## src/rtl/cache_port_arbiter.sv

```systemverilog
// -----------------------------------------------------------------------------
// cache_port_arbiter
//
// Round-robin arbiter and sequencer that shares the cache's single core port
// between two read requesters. A granted address is presented to the cache and
// held until the cache reports ready. The byte and hit/miss status then return
// to the winning core as a one-cycle strobe. A watchdog aborts an access the
// cache never completes, so one stuck access cannot lock out both cores.
// Saturating hit/miss counters are kept for statistics.
//
// Ports
//   clk          system clock, rising edge
//   rst          asynchronous reset, active low
//   req0/addr0   core 0 read request and address (held until rsp_valid[0])
//   req1/addr1   core 1 read request and address (held until rsp_valid[1])
//   gnt          one-hot grant, high through ISSUE and RESP for the winner
//   rsp_valid    one-hot, one-cycle response strobe
//   rsp_data     returned byte; holds until the next response
//   rsp_hit      1 = access hit; holds until the next response
//   rsp_err      1 = watchdog abort; holds until the next response
//   cache_addr   address presented to the cache
//   cache_valid  high while an address is presented (ISSUE)
//   cache_data   byte returned by the cache
//   cache_ready  cache has completed the access
//   cache_hit    cache hit flag
//   cache_miss   cache miss flag
//   hit_cnt      saturating count of hits
//   miss_cnt     saturating count of misses (includes ambiguous flag pairs)
//   busy         arbiter is not in IDLE
// -----------------------------------------------------------------------------
module cache_port_arbiter #(
  parameter int ADDR_W  = 32,
  parameter int DATA_W  = 8,
  parameter int TIMEOUT = 64,
  parameter int CNT_W   = 16
) (
  input  logic              clk,
  input  logic              rst,
  input  logic              req0,
  input  logic [ADDR_W-1:0] addr0,
  input  logic              req1,
  input  logic [ADDR_W-1:0] addr1,
  output logic [1:0]        gnt,
  output logic [1:0]        rsp_valid,
  output logic [DATA_W-1:0] rsp_data,
  output logic              rsp_hit,
  output logic              rsp_err,
  output logic [ADDR_W-1:0] cache_addr,
  output logic              cache_valid,
  input  logic [DATA_W-1:0] cache_data,
  input  logic              cache_ready,
  input  logic              cache_hit,
  input  logic              cache_miss,
  output logic [CNT_W-1:0]  hit_cnt,
  output logic [CNT_W-1:0]  miss_cnt,
  output logic              busy
);

  // Watchdog only has to reach TIMEOUT-1.
  localparam int WD_W = (TIMEOUT > 2) ? $clog2(TIMEOUT) : 1;
  localparam logic [WD_W-1:0]  WD_LAST = WD_W'(TIMEOUT - 1);
  localparam logic [CNT_W-1:0] CNT_MAX = {CNT_W{1'b1}};

  typedef enum logic [1:0] {
    S_IDLE,
    S_ISSUE,
    S_RESP,
    S_GAP
  } state_e;

  state_e              state_q, state_d;
  logic [1:0]          gnt_q, gnt_d;
  logic [1:0]          rsp_valid_q, rsp_valid_d;
  logic [DATA_W-1:0]   rsp_data_q, rsp_data_d;
  logic                rsp_hit_q, rsp_hit_d;
  logic                rsp_err_q, rsp_err_d;
  logic [ADDR_W-1:0]   addr_q, addr_d;
  logic                cvalid_q, cvalid_d;
  logic [CNT_W-1:0]    hit_q, hit_d;
  logic [CNT_W-1:0]    miss_q, miss_d;
  logic                last_q, last_d;   // index of the core served last
  logic [WD_W-1:0]     wdog_q, wdog_d;
  logic                pick;             // winning core index in IDLE
  logic                hit_class;        // only an unambiguous hit counts as hit

  // NOTE: state registers use non-blocking assignments so every flop samples
  // the pre-edge value of every other flop, independent of statement order.
  always_ff @(posedge clk or negedge rst) begin
    if (!rst) begin
      state_q     <= S_IDLE;
      gnt_q       <= 2'b00;
      rsp_valid_q <= 2'b00;
      rsp_data_q  <= '0;
      rsp_hit_q   <= 1'b0;
      rsp_err_q   <= 1'b0;
      addr_q      <= '0;
      cvalid_q    <= 1'b0;
      hit_q       <= '0;
      miss_q      <= '0;
      last_q      <= 1'b1;   // core 0 wins the first tie
      wdog_q      <= '0;
    end else begin
      state_q     <= state_d;
      gnt_q       <= gnt_d;
      rsp_valid_q <= rsp_valid_d;
      rsp_data_q  <= rsp_data_d;
      rsp_hit_q   <= rsp_hit_d;
      rsp_err_q   <= rsp_err_d;
      addr_q      <= addr_d;
      cvalid_q    <= cvalid_d;
      hit_q       <= hit_d;
      miss_q      <= miss_d;
      last_q      <= last_d;
      wdog_q      <= wdog_d;
    end
  end

  assign pick      = (req0 && req1) ? ~last_q : req1;
  assign hit_class = cache_hit & ~cache_miss;

  // NOTE: every signal driven here is given a default first, so no path can
  // leave one unassigned and infer a latch.
  always_comb begin
    state_d     = state_q;
    gnt_d       = gnt_q;
    rsp_valid_d = 2'b00;       // strobe: high only in the cycle after entry
    rsp_data_d  = rsp_data_q;
    rsp_hit_d   = rsp_hit_q;
    rsp_err_d   = rsp_err_q;
    addr_d      = addr_q;
    cvalid_d    = cvalid_q;
    hit_d       = hit_q;
    miss_d      = miss_q;
    last_d      = last_q;
    wdog_d      = wdog_q;

    unique case (state_q)
      S_IDLE: begin
        if (req0 || req1) begin
          gnt_d    = pick ? 2'b10 : 2'b01;
          addr_d   = pick ? addr1 : addr0;
          cvalid_d = 1'b1;
          wdog_d   = '0;
          state_d  = S_ISSUE;
        end
      end

      S_ISSUE: begin
        // Ready takes priority over an abort in the same cycle.
        if (cache_ready) begin
          rsp_data_d  = cache_data;
          rsp_hit_d   = hit_class;
          rsp_err_d   = 1'b0;
          if (hit_class) begin
            if (hit_q != CNT_MAX) hit_d = hit_q + 1'b1;
          end else begin
            if (miss_q != CNT_MAX) miss_d = miss_q + 1'b1;
          end
          cvalid_d    = 1'b0;
          rsp_valid_d = gnt_q;
          state_d     = S_RESP;
        end else if (wdog_q == WD_LAST) begin
          rsp_data_d  = '0;
          rsp_hit_d   = 1'b0;
          rsp_err_d   = 1'b1;
          cvalid_d    = 1'b0;
          rsp_valid_d = gnt_q;
          state_d     = S_RESP;
        end else begin
          wdog_d = wdog_q + 1'b1;
        end
      end

      S_RESP: begin
        last_d  = gnt_q[1];
        gnt_d   = 2'b00;
        state_d = S_GAP;
      end

      S_GAP: begin
        state_d = S_IDLE;
      end

      default: begin
        state_d = S_IDLE;
      end
    endcase
  end

  assign gnt         = gnt_q;
  assign rsp_valid   = rsp_valid_q;
  assign rsp_data    = rsp_data_q;
  assign rsp_hit     = rsp_hit_q;
  assign rsp_err     = rsp_err_q;
  assign cache_addr  = addr_q;
  assign cache_valid = cvalid_q;
  assign hit_cnt     = hit_q;
  assign miss_cnt    = miss_q;
  assign busy        = (state_q != S_IDLE);

endmodule

```

## config.mk

```make
export PLATFORM = sky130hd
export DESIGN_NAME = cache_port_arbiter
export DESIGN_NICKNAME = d
export VERILOG_FILES = /design/src/rtl/cache_port_arbiter.sv
export SDC_FILE = /design/constraint.sdc
export NUM_CORES = 1
export LEC_CHECK = 0
export ABC_CLOCK_PERIOD_IN_PS = 1700
export CAP_MARGIN = 40
export CORE_ASPECT_RATIO = 1.75
export CORE_UTILIZATION = 35
export DETAILED_ROUTE_END_ITERATION = 10
export HOLD_SLACK_MARGIN = 0.05
export PLACE_DENSITY = 0.69
export SLEW_MARGIN = 20
export SYNTH_ARGS = -nofsm -noshare
export SYNTH_HDL_FRONTEND = slang
export SYNTH_SLANG_ARGS = --single-unit
```

## constraint.sdc

```tcl
create_clock -name clk -period 1.7 [get_ports clk]
set_input_delay 0.34 -clock clk [delete_from_list [all_inputs] [get_ports clk]]
set_output_delay 0.34 -clock clk [all_outputs]
set_load 0.005 [all_outputs]
```

# ---- After elaboration in Yosys (flattened, before gate mapping)
# Index checks and enable logic that the tools add are counted.
dict set report word_totals {
  in_bits 79
  elab_cells 69
  out_inout_bits 80
  reg_bits 88
}
dict set report classes {
  n_mux 25
  n_bitwise 4
  eq_ne 10
  addsub 3
  n_reduce_logical 15
}
# op count
set op_table {}
lappend op_table {{adder 16 x 1 -> 16 bit (second input constant)} 2}
lappend op_table {{two-way mux 32 bit} 1}
lappend op_table {{!= test 16 bit (second input constant)} 2}
lappend op_table {{two-way mux 6 bit} 3}
lappend op_table {{two-way mux 2 bit} 8}
lappend op_table {{two-way mux 8 bit} 2}
lappend op_table {{case mux 6 bit (2 select lines)} 1}
lappend op_table {{AND reduction 4 bit} 3}
lappend op_table {{case mux 2 bit (4 select lines)} 1}
lappend op_table {{AND reduction 2 bit} 4}
lappend op_table {{nonzero test 2 bit} 4}
lappend op_table {{two-way mux 1 bit} 7}
lappend op_table {{adder 6 x 1 -> 6 bit (second input constant)} 1}
lappend op_table {{== test 6 bit (second input constant)} 1}
lappend op_table {{!= test 2 bit (second input constant)} 3}
lappend op_table {{== test 2 bit (second input constant)} 2}
lappend op_table {{case mux 2 bit (2 select lines)} 1}
lappend op_table {{!= test 3 bit (second input constant)} 1}
lappend op_table {{inverter 1 bit} 3}
lappend op_table {{AND reduction 3 bit} 1}
lappend op_table {{== test 2 x 1 -> 1 bit (second input constant)} 1}
lappend op_table {{logical NOT 2 bit} 1}
lappend op_table {{case mux 1 bit (2 select lines)} 1}
lappend op_table {{bitwise AND 1 bit} 1}
lappend op_table {{2 further kinds} 2}

# ---- Longest topological paths before layout
dict set report logic_depth {
  depth_word 5
  mapped_depth 9
  ltp_nobuf 7
}

# ---- Worst setup path after synthesis
# No wires, ideal clock.
dict set report synth_path {
  kind {register -> register}
  startpoint {register state_q[1]}
  endpoint {register miss_q[13], in the netlist miss_cnt[13]}
  arrival_ps 1653
  slack_ps -81
  n_path_buf 1
  synth_period_minus_slack_ps 1781
  setup_time_ps 127
  stages_incl_launch_ff 9
  t_required_ps 1573
  cell_sequence {dfrtp_1 > inv_1 > ha_1 > buf_2 > and2_1 > nand4_1 > nor2b_1 > nand3_1 > mux2_1}
}
dict set report synth_via {
  elab_chain_cells 2
}
# element line_no
set synth_lines {}
lappend synth_lines {{start, declared} 71} ;# state_e state_q, state_d;
lappend synth_lines {{start signal, assigned} 103} ;# state_q <= state_d;
lappend synth_lines {{== test 2 x 1 -> 1 bit} 137} ;# unique case (state_q)
lappend synth_lines {{AND reduction 4 bit (no line)} --}
lappend synth_lines {{end signal, assigned} 112} ;# miss_q <= miss_d;
lappend synth_lines {{end, declared} 80} ;# logic [CNT_W-1:0] miss_q, miss_d;
# Every way passes these cells.
# A chain may end at the register's enable or synchronous reset.

# ---- Final worst setup path
dict set report layout_path {
  startpoint {input port cache_ready}
  endpoint {register wdog_q[3]}
}
dict set report layout_via {
  elab_chain_cells 2
}
# element line_no
set layout_lines {}
lappend layout_lines {{start, declared} 51} ;# input logic cache_ready,
lappend layout_lines {{!= test 2 bit (no line)} --}
lappend layout_lines {{AND reduction 4 bit (no line)} --}
lappend layout_lines {{end signal, assigned} 114} ;# wdog_q <= wdog_d;
lappend layout_lines {{end, declared} 82} ;# logic [WD_W-1:0] wdog_q, wdog_d;
# Every way passes these cells.

==> results_dict.tcl <==
set metrics [dict create \
    ioPinCount 159 \
    critPathSlowestCell "clkdlybuf4s50_1" \
    start_util 0.359 \
    ys_warn_count 0 \
    synthTopCellsByArea "dfrtp_1 55%, a222oi_1 8.0%, inv_1 3.8%" \
    ant_nets 0 \
    root_buffer "clkbuf_16" \
    met1_length_um 4480 \
    critPathMaxFanout 6 \
    cts.sinks 88 \
    utilization 0.621 \
    antenna_found_initial 0 \
    synth-xor-area-share 0.0571 \
    wire_per_inst_um 17.0 \
    highest_layer "met4" \
    grt_max_degree 33 \
    synth_largest_area_cell "dfrtp_1" \
    worst_ep_arrival_time_ns 1.92 \
    grt_pass1_vias 3662 \
    clk_latency_ns 0.34 \
    place_area_mm2 0.00624 \
    globalRouteTotalUtil 0.200 \
    finalSetupViolCount 0 \
    powerDensity_mw_per_mm2 1330 \
    drtIter0Drc 279 \
    clkTransAtPathRegs_ns 0.07 \
    grt_pass1_wl_um 17900 \
    synth-edff-count 0 \
    synthMuxAreaShare 0.0166 \
    drv_cap 0 \
    rsz0062_at_grt "true" \
    wl_um 12400 \
    cpPeakStageDelay_ns 0.46 \
    yosysUniqueCellTypes 47 \
    cts_tree "built" \
    crit_type "in -> reg" \
    wl_met2_um 6760 \
    gr-total-overflow 0 \
    required_ns 1.93 \
    cp-end-kind "flip-flop" \
    rows 51 \
    cts_buffers 9 \
    synth_top_flop_cell "dfrtp_1" \
    synth_top_family_by_area "simple AND/OR/NAND/NOR gates" \
    synthSimpleGateAreaFrac 0.151 \
    htree_levels 3 \
    status "finished clean" \
    die_area_mm2 0.0118 \
    leakage_nw 3.33 \
    nFillCells 941 \
    first_pass_iters 8 \
    cp-start-kind "primary input" \
    die_x_um 82.7 \
    routed_via_density 5.25 \
    drive_gt1_frac 0.235 \
    avgSynthCellArea_um2 11.1 \
    hold_slack_ns 0.489 \
    slew_viol_final 0 \
    synth_seq_cells 88 \
    slew_headroom 0.706 \
    ir_worst_vdd_v 0.000874 \
    critPathTopFamily "buffers and inverters" \
    die_y_um 143 \
    yosys.area.top_type_share 0.546 \
    netlist_area_mm2 0.00399 \
    min_path_type "in -> async" \
    power_w 0.00915 \
    syn2layout_area_growth_pct 72.9 \
    syn-num-nets 446 \
    fin_area_mm2 0.00689 \
    place_hpwl_um 8790 \
    cts_max_path_buffers 2 \
    dr_total_vias 3828 \
    clock.fmax_mhz 590 \
    finalHoldViolations 0 \
    finClkSkew_ns 0.00556 \
    globalplace.congestion 0.823 \
    tns_ns 0 \
    met3_length_um 673 \
    synthAdderAreaFrac 0.0220 \
    period_share 0.998 \
    critPathBufInv 3 \
    ys_seq_area_frac 0.553 \
    async_flop_share 1.00 \
    period_needed_ns 1.70 \
    worstPathCellList "clkdlybuf4s50_1, buf_4, inv_1, nand4_1, a21oi_1, mux2_2, a22o_1" \
    nNetsFinal 678 \
    route.detailed.drc 0 \
    core_area_mm2 0.0111 \
    synthCells 360 \
    synth_compound_area_frac 0.147 \
    worst_slew_pin_slew_ns 0.441 \
    diodes 0 \
    io_buffers 158 \
]
cells in the mapped netlist (all sizes together) (2+ instances only):
cell type  count
nor4           5
o21ai          5
dfrtp         87
clkbuf        11
a222oi        32
inv           40
xor2          17
nand4b         2
or2            2
xnor2          9
nor3           9
nor2          23
buf            4
nand4         10
a31oi          6
a22o          10
mux2           5
nand3b         2
nand2         24
and4           3
a21oi         10
nand3         12
a21o           2
nor2b          2
ha             7
and3           7
placed cells by master, fill, tap and decap left out, types with 3 or more instances in the layout:
cell type,count
a21oi_1,7
a222oi_1,32
a22o_1,10
a31oi_1,6
and3_1,6
and4_1,3
buf_12,6
buf_4,63
buf_6,7
clkbuf_16,11
clkdlybuf4s50_1,146
clkinvlp_4,3
dfrtp_1,85
dlymetal6s2s_1,10
ha_1,4
inv_1,38
mux2_1,4
nand2_1,21
nand3_1,10
nand4_1,8
nor2_1,18
nor2_2,5
nor3_1,6
nor4_2,3
o21ai_0,3
xnor2_1,8
xor2_1,17
registers in the layout, indices dropped and copies added, names as in the netlist:
name	flops
cache_addr	32
cache_valid	1
gnt	2
hit_cnt	16
last_q	1
miss_cnt	16
rsp_data	8
rsp_err	1
rsp_hit	1
rsp_valid	2
state_q	2
wdog_q	6
per-layer routing:
layer,global-route usage,up-vias
li1,-,1787
met1,0.224,1858
met2,0.342,146
met3,0.0460,37
met4,0.105,0
met5,0,-
worst paths after layout:
kind / from / slack, ns / endpoint / cells past startpoint
hold reg to reg: rsp_hit / 0.49 / rsp_hit / 1
hold / removal: rst / 0.49 / cache_addr[10] / 2
min in group clk: rsp_hit / 0.49 / rsp_hit / 1
setup / recovery: cache_ready / 0.004 / wdog_q[3] / 7
max in group asynchronous: rst / 0.69 / rsp_data[0] / 3
setup reg to reg: state_q[1] / 0.01 / miss_cnt[11] / 8
metrics by stage:
stage / worst slack (ns) / cells
floorplan: -0.0150 / 360
global placement: -0.234 / 698
detailed placement: -0.292 / 698
CTS: -0.00866 / 715
global route: -0.119 / 729
finish: 0.00399 / 729
cell families after synthesis:
group           Yosys count
simple gates            108
flops                    88
compound gates           70
buf+inv                  55
xor+xnor                 26
fa+ha+maj                 7
mux                       6
area by class of cell:
| cell class | count | area (um2) | share of cell area |
|---|---|---|---|
| clock buffers | 11 | 253 | 0.0367 |
| clock inverters | 5 | 40.0 | 0.00581 |
| inverters | 40 | 150 | 0.0218 |
| multi-input cells | 217 | 1760 | 0.255 |
| flip-flops and latches | 88 | 2210 | 0.320 |
| well taps | 132 | 165 | 0.0240 |
| repair buffers | 236 | 2320 | 0.337 |
power breakdown:
group          switching [W]  total [W]  internal [W]  leakage [nW]
Combinational        0.00166    0.00408       0.00242          2.06
Sequential          0.000405    0.00315       0.00274          1.14
Clock               0.000851    0.00193       0.00108         0.134
timing repair:
action,in CTS,in global routing
gates cloned,0,2
resized for setup,9,46
hold endpoints to repair,26,0
pin swaps,2,16
hold buffers,1,0
setup endpoints to repair,11,70
buffers inserted,0,13
No activity file was read; power rests on OpenSTA's default activity.
